`src/rtl/mem_bank_ctrl_if.sv`:
```
// mem_bank_ctrl_if
//   Bundles the pipeline request/response handshake and the unified-memory
//   bank bus of mem_bank_ctrl.
//   slave  : the controller (consumes requests, drives the bank bus)
//   master : the pipeline and memory side (issues requests, returns mem_rd)
//   Request : req_valid, req_ready, req_we, req_addr, req_wdata
//   Response: resp_valid, resp_ready, resp_rdata, resp_err
//   Memory  : mem_we[3:0], mem_a/mem_wd/mem_rd (4 lanes of WIDTH bits,
//             lane k at [WIDTH*(k+1)-1:WIDTH*k])
interface mem_bank_ctrl_if #(
  parameter int WIDTH = 32
);
  logic                 req_valid;
  logic                 req_ready;
  logic                 req_we;
  logic [WIDTH-1:0]     req_addr;
  logic [WIDTH-1:0]     req_wdata;
  logic                 resp_valid;
  logic                 resp_ready;
  logic [WIDTH-1:0]     resp_rdata;
  logic                 resp_err;
  logic [3:0]           mem_we;
  logic [WIDTH*4-1:0]   mem_a;
  logic [WIDTH*4-1:0]   mem_wd;
  logic [WIDTH*4-1:0]   mem_rd;

  modport slave (
    input  req_valid, req_we, req_addr, req_wdata, resp_ready, mem_rd,
    output req_ready, resp_valid, resp_rdata, resp_err, mem_we, mem_a, mem_wd
  );

  modport master (
    output req_valid, req_we, req_addr, req_wdata, resp_ready, mem_rd,
    input  req_ready, resp_valid, resp_rdata, resp_err, mem_we, mem_a, mem_wd
  );
endinterface

```
`src/rtl/mem_bank_ctrl.sv`:
```
// mem_bank_ctrl
//   Routes single load/store requests from a pipeline to one of four banks
//   of a unified memory. Address bits [WIDTH-1:WIDTH-2] select the bank,
//   bits [WIDTH-3:0] are the word offset. Bank depths: 1024, 32, 1024, 512.
//   Bank 2 is 5 bits wide: stores truncate to [4:0], loads zero-extend.
//   One request per three cycles minimum: IDLE -> ACCESS -> RESP -> IDLE.
//
//   Ports:
//     clk   - rising-edge clock
//     rst_n - asynchronous active-low reset
//     bus   - mem_bank_ctrl_if.slave (request, response and bank bus)
//
//   Build option:
//     MEMCTRL_RANGECHK_EN defined   : offsets are checked against the bank
//                                     depth; out-of-range accesses write
//                                     nothing, load 0 and set resp_err.
//     MEMCTRL_RANGECHK_EN undefined : offsets wrap modulo the bank depth,
//                                     resp_err is always 0.
module mem_bank_ctrl #(
  parameter int WIDTH = 32
) (
  input  logic            clk,
  input  logic            rst_n,
  mem_bank_ctrl_if.slave  bus
);

  typedef enum logic [1:0] {
    IDLE   = 2'd0,
    ACCESS = 2'd1,
    RESP   = 2'd2
  } state_e;

  localparam int OFFW = WIDTH - 2;

  state_e            state_q, state_d;
  logic              we_q, we_d;
  logic [1:0]        bank_q, bank_d;
  logic [OFFW-1:0]   off_q, off_d;
  logic [WIDTH-1:0]  wdata_q, wdata_d;
  logic [WIDTH-1:0]  rdata_q, rdata_d;
  logic              err_q, err_d;

  logic [OFFW-1:0]   eff_off;
  logic              in_range;
  logic [WIDTH-1:0]  lane_wd;
  logic [WIDTH-1:0]  lane_rd;
  logic [3:0]        mem_we_d;
  logic [WIDTH*4-1:0] mem_a_d;
  logic [WIDTH*4-1:0] mem_wd_d;

  function automatic logic [OFFW-1:0] depth_of(input logic [1:0] b);
    case (b)
      2'd0:    return OFFW'(1024);
      2'd1:    return OFFW'(32);
      2'd2:    return OFFW'(1024);
      default: return OFFW'(512);
    endcase
  endfunction

  // Offset qualification for the registered request.
  always_comb begin
    eff_off  = off_q;
    in_range = 1'b1;
`ifdef MEMCTRL_RANGECHK_EN
    in_range = (off_q < depth_of(bank_q));
`else
    // Depths are powers of two, so depth-1 is the wrap mask.
    eff_off  = off_q & (depth_of(bank_q) - OFFW'(1));
`endif
  end

  // Lane data with the narrow bank-2 adaptation applied in both directions.
  always_comb begin
    lane_rd = bus.mem_rd[int'(bank_q)*WIDTH +: WIDTH];
    lane_wd = wdata_q;
    if (bank_q == 2'd2) begin
      lane_rd = WIDTH'(lane_rd[4:0]);
      lane_wd = WIDTH'(wdata_q[4:0]);
    end
  end

  // State and request/response registers.
  always_ff @(posedge clk or negedge rst_n) begin
    if (!rst_n) begin
      state_q <= IDLE;
      we_q    <= 1'b0;
      bank_q  <= '0;
      off_q   <= '0;
      wdata_q <= '0;
      rdata_q <= '0;
      err_q   <= 1'b0;
    end else begin
      state_q <= state_d;
      we_q    <= we_d;
      bank_q  <= bank_d;
      off_q   <= off_d;
      wdata_q <= wdata_d;
      rdata_q <= rdata_d;
      err_q   <= err_d;
    end
  end

  // Next state and bank bus decode; the bank bus is decoded from the
  // registered state only, so it is quiet everywhere except ACCESS.
  always_comb begin
    state_d  = state_q;
    we_d     = we_q;
    bank_d   = bank_q;
    off_d    = off_q;
    wdata_d  = wdata_q;
    rdata_d  = rdata_q;
    err_d    = err_q;
    mem_we_d = '0;
    mem_a_d  = '0;
    mem_wd_d = '0;

    case (state_q)
      IDLE: begin
        if (bus.req_valid) begin
          we_d    = bus.req_we;
          bank_d  = bus.req_addr[WIDTH-1:WIDTH-2];
          off_d   = bus.req_addr[WIDTH-3:0];
          wdata_d = bus.req_wdata;
          state_d = ACCESS;
        end
      end

      ACCESS: begin
        mem_a_d[int'(bank_q)*WIDTH +: WIDTH]  = WIDTH'(eff_off);
        mem_wd_d[int'(bank_q)*WIDTH +: WIDTH] = lane_wd;
        if (we_q && in_range) begin
          mem_we_d[bank_q] = 1'b1;
        end
        rdata_d = (we_q || !in_range) ? '0 : lane_rd;
`ifdef MEMCTRL_RANGECHK_EN
        err_d   = !in_range;
`else
        err_d   = 1'b0;
`endif
        state_d = RESP;
      end

      RESP: begin
        if (bus.resp_ready) begin
          state_d = IDLE;
        end
      end

      default: state_d = IDLE;
    endcase
  end

  assign bus.req_ready  = (state_q == IDLE);
  assign bus.resp_valid = (state_q == RESP);
  assign bus.resp_rdata = rdata_q;
  assign bus.resp_err   = err_q;
  assign bus.mem_we     = mem_we_d;
  assign bus.mem_a      = mem_a_d;
  assign bus.mem_wd     = mem_wd_d;

endmodule
```
`src/flat_wrapper.sv`:
```
// flat-port wrapper written by rule: the top's interface ports become plain ports
module mem_bank_ctrl_flat 
#(
  parameter int WIDTH = 32
)
  (clk, rst_n, bus_req_valid, bus_req_we, bus_req_addr, bus_req_wdata, bus_resp_ready, bus_mem_rd, bus_req_ready, bus_resp_valid, bus_resp_rdata, bus_resp_err, bus_mem_we, bus_mem_a, bus_mem_wd);
  mem_bank_ctrl_if #(.WIDTH(WIDTH)) bus_i ();
  input  logic clk;
  input  logic rst_n;
  input wire logic [$bits(bus_i.req_valid)-1:0] bus_req_valid;
  input wire logic [$bits(bus_i.req_we)-1:0] bus_req_we;
  input wire logic [$bits(bus_i.req_addr)-1:0] bus_req_addr;
  input wire logic [$bits(bus_i.req_wdata)-1:0] bus_req_wdata;
  input wire logic [$bits(bus_i.resp_ready)-1:0] bus_resp_ready;
  input wire logic [$bits(bus_i.mem_rd)-1:0] bus_mem_rd;
  output wire logic [$bits(bus_i.req_ready)-1:0] bus_req_ready;
  output wire logic [$bits(bus_i.resp_valid)-1:0] bus_resp_valid;
  output wire logic [$bits(bus_i.resp_rdata)-1:0] bus_resp_rdata;
  output wire logic [$bits(bus_i.resp_err)-1:0] bus_resp_err;
  output wire logic [$bits(bus_i.mem_we)-1:0] bus_mem_we;
  output wire logic [$bits(bus_i.mem_a)-1:0] bus_mem_a;
  output wire logic [$bits(bus_i.mem_wd)-1:0] bus_mem_wd;
  assign bus_i.req_valid = bus_req_valid;
  assign bus_i.req_we = bus_req_we;
  assign bus_i.req_addr = bus_req_addr;
  assign bus_i.req_wdata = bus_req_wdata;
  assign bus_i.resp_ready = bus_resp_ready;
  assign bus_i.mem_rd = bus_mem_rd;
  assign bus_req_ready = bus_i.req_ready;
  assign bus_resp_valid = bus_i.resp_valid;
  assign bus_resp_rdata = bus_i.resp_rdata;
  assign bus_resp_err = bus_i.resp_err;
  assign bus_mem_we = bus_i.mem_we;
  assign bus_mem_a = bus_i.mem_a;
  assign bus_mem_wd = bus_i.mem_wd;
  mem_bank_ctrl #(.WIDTH(WIDTH)) u_core (.clk(clk), .rst_n(rst_n), .bus(bus_i));
endmodule
```
`config.mk`:
```
export PLATFORM = sky130hd
export DESIGN_NAME = mem_bank_ctrl_flat
export DESIGN_NICKNAME = d
export VERILOG_FILES = /design/src/rtl/mem_bank_ctrl_if.sv /design/src/rtl/mem_bank_ctrl.sv /design/src/flat_wrapper.sv
export SDC_FILE = /design/constraint.sdc
export NUM_CORES = 1
export LEC_CHECK = 0
export CAP_MARGIN = 20
export CORE_AREA = 2 2 192 194
export DETAILED_ROUTE_END_ITERATION = 7
export DIE_AREA = 0 0 194 196
export PLACE_DENSITY = 0.54
export SLEW_MARGIN = 20
export SYNTH_ARGS = -nofsm -noshare
export SYNTH_HDL_FRONTEND = slang
export SYNTH_SLANG_ARGS = --single-unit
```
`constraint.sdc`:
```
create_clock -name clk -period 6 [get_ports clk]
set_clock_uncertainty 0.1 [all_clocks]
set_input_delay 1.2 -clock clk [delete_from_list [all_inputs] [get_ports clk]]
set_output_delay 1.2 -clock clk [all_outputs]
set_load 0.02 [all_outputs]
```
==> results.ini <==
[worst_setup_path]
slowest_stage=nand4bb_4
critPathTopFamily=buffers and inverters
critPathArrivalTime_ns=3.77
worst_path_largest_cell_delay_ns=0.84
cp_max_fo=71
critPathCaptureType=output port
start_kind=register
cp_data_required_time_ns=4.70
critPathKind=reg2out
path_cells=inv_1 > ha_1 > nand4bb_4 > buf_12 > nor3_1 > clkdlybuf4s50_1
crit_buf_inv=3

[die]
initial_core_util_pct=18.4
num_rows=70
coreArea_mm2=0.0361
dieArea_mm2=0.0380
die_w_um=194
ios=492
die_y_um=196

[routing]
vias=6683
drtAntennaViolNets=0
drc=0
dr_wl_met2_mm=15.2
drt-initial-drc-count=326
routedWlPerCell_um=19.3
wl_met3_mm=2.23
wl_met1_mm=10.9
top_layer_used=met4
routed_wl_mm=29.5
drt-vias-per-instance=4.37
dr.pass1.iters=4

[clocking]
cts_resized=0
cts_setup_buffers=0
clk_latency_ns=0.35
path_clk_slew_ns=0.08
cts.sinks=99
clk_path_buf_depth=2
h-tree-depth=3
cts_inserted_buffers=9
tritoncts=built
holdBufCountCts=0
cts.root.buffer_cell=clkbuf_16

[cells_and_area]
final_common_cell=clkdlybuf4s50_1
fin_util_pct=32.6
final_nets=1260
area_growth_pct=77.4
diodes=0
drive_gt1_share_pct=8.66
mostFrequentLayoutCells=454 x clkdlybuf4s50_1, 197 x nor3_1, 98 x dfrtp_1, 65 x mux2_1, 36 x conb_1

[sta]
worst_hold_slack_ns=0.386
worstMarginPinSlew_ns=0.971
slew_viol_final=0
rsz0062_at_grt=no
fin_crit_ns=5.07
timing.setup.tns_ns=0
final_hold_viol_count=0
clock.fmax_mhz=197
setup_viol=0
max-slew-margin-rel_pct=35.2
fin_crit_sh_pct=84.6

[grt]
grt_pass1_vias=6809
track_usage_pct=14.9
grt_first_pass_wirelength_mm=42.9
grt_start_max_net_pins=72
grt_antenna_before_repair=0
grt_remaining_overflow=0

[power_and_ir_drop]
switchingPower_uw=1960
clkPwrFrac_pct=13.9
p_total_uw=4250
powerDensity_mw_per_mm2=361
pwr-share-comb_pct=57.7
p_int_uw=2290
seq_power_share_pct=28.4
switching_share_pct=46.2
power_leakage_uw=0.00412
ir_drop_mv=0.205

[run]
maxCapViolations=0

[yosys]
netlist-cell-type-count=27
syn_avg_cell_area_um2=10.2
ys.warnings.count=0
netlist_area_mm2=0.00663
synth-seq-cells=99
syn_inst=652
seq_area_frac_synth_pct=37.4

[place]
gp_congestion=0.824
port_buffers=455
hpwl_mm=22.8

[outcome]
status=completed

[min_path]
hold_path.class=reg2reg

layer usage:
layer	track usage [%]	vias to the layer above
li1	-	3122
met1	15.9	3196
met2	27.1	322
met3	4.14	43
met4	7.24	0
met5	0	-
sequential cells by signal, summed over array words and instances, names as in the netlist:
name,count
u_core.off_q,30
u_core.wdata_q,32
u_core.bank_q,2
u_core.we_q,1
u_core.bus.resp_rdata,32
u_core.state_q,2
final timing paths:
| kind | start | endpoint | slack (ns) | cells after the start |
|---|---|---|---|---|
| min in group asynchronous | rst_n | u_core.wdata_q[16] | 0.79 | 1 |
| max | u_core.bank_q[0] | bus_mem_wd[115] | 0.93 | 6 |
| max in group asynchronous | rst_n | u_core.off_q[19] | 3.89 | 2 |
| min | u_core.off_q[4] | u_core.off_q[4] | 0.39 | 1 |
| max reg2reg | u_core.bank_q[0] | u_core.bus.resp_rdata[9] | 3.72 | 6 |
| min reg2reg | u_core.off_q[4] | u_core.off_q[4] | 0.39 | 1 |
cells by family (layout without fill, tap and decap cells):
kind of cell,Yosys count,in the layout,share of synthesized area [%]
AO/OA/AOI/OAI,34,34,4.42
flip-flops,99,99,37.4
adder cells (fa/ha/maj),6,6,1.13
multiplexers,97,97,21.9
AND/OR/NAND/NOR,290,290,25.5
other,1,36,0.0566
buffers and inverters,125,500,9.61
synthesized netlist by cell type (all sizes together):
| master | n | area share, % |
|---|---|---|
| nand4bb | 1 | 0.17 |
| o211ai | 1 | 0.11 |
| nor3b | 2 | 0.23 |
| nor2b | 1 | 0.094 |
| mux4 | 32 | 11 |
| nor4 | 4 | 0.38 |
| clkbuf | 49 | 2.8 |
| nand3b | 21 | 2.4 |
| and3 | 4 | 0.38 |
| ha | 6 | 1.1 |
| o21ai | 1 | 0.075 |
| buf | 63 | 6.1 |
| a22o | 32 | 4.2 |
| inv | 13 | 0.74 |
| nor2 | 2 | 0.11 |
| mux2 | 65 | 11 |
| nor3 | 217 | 18 |
| nand2b | 35 | 3.3 |
| conb | 1 | 0.057 |
| or3b | 1 | 0.13 |
| nor4b | 1 | 0.36 |
| dfrtp | 99 | 37 |
| nand2 | 1 | 0.057 |
power by group through the flow:
| stage | registers, uW | logic [uW] | clock network (uW) |
|---|---|---|---|
| floorplan | 1250 | 1490 | 0 |
| global placement | 1210 | 2490 | 0 |
| detailed placement | 1210 | 2500 | 0 |
| CTS | 1210 | 2510 | 627 |
| global route | 1260 | 2640 | 652 |
| finish | 1200 | 2450 | 591 |
through the flow:
stage | area (um^2) | std cells | setup WS, ns
detailed placement | 11500 | 1514 | 1.24
finish | 11800 | 1530 | 0.926
CTS | 11800 | 1530 | 0.842
global route | 11800 | 1530 | 0.629
floorplan | 6760 | 687 | 2.16
global placement | 11500 | 1514 | 1.34
layout make-up:
type	count	area, um^2
sequential	99	2480
timing repair buffer	471	4680
clock buffer	10	239
multi-input combinational	463	3670
inverter	13	48.8
clock inverter	6	47.5
tap	468	586
fill	3765	24300
Power figures use the tool's default switching activity.
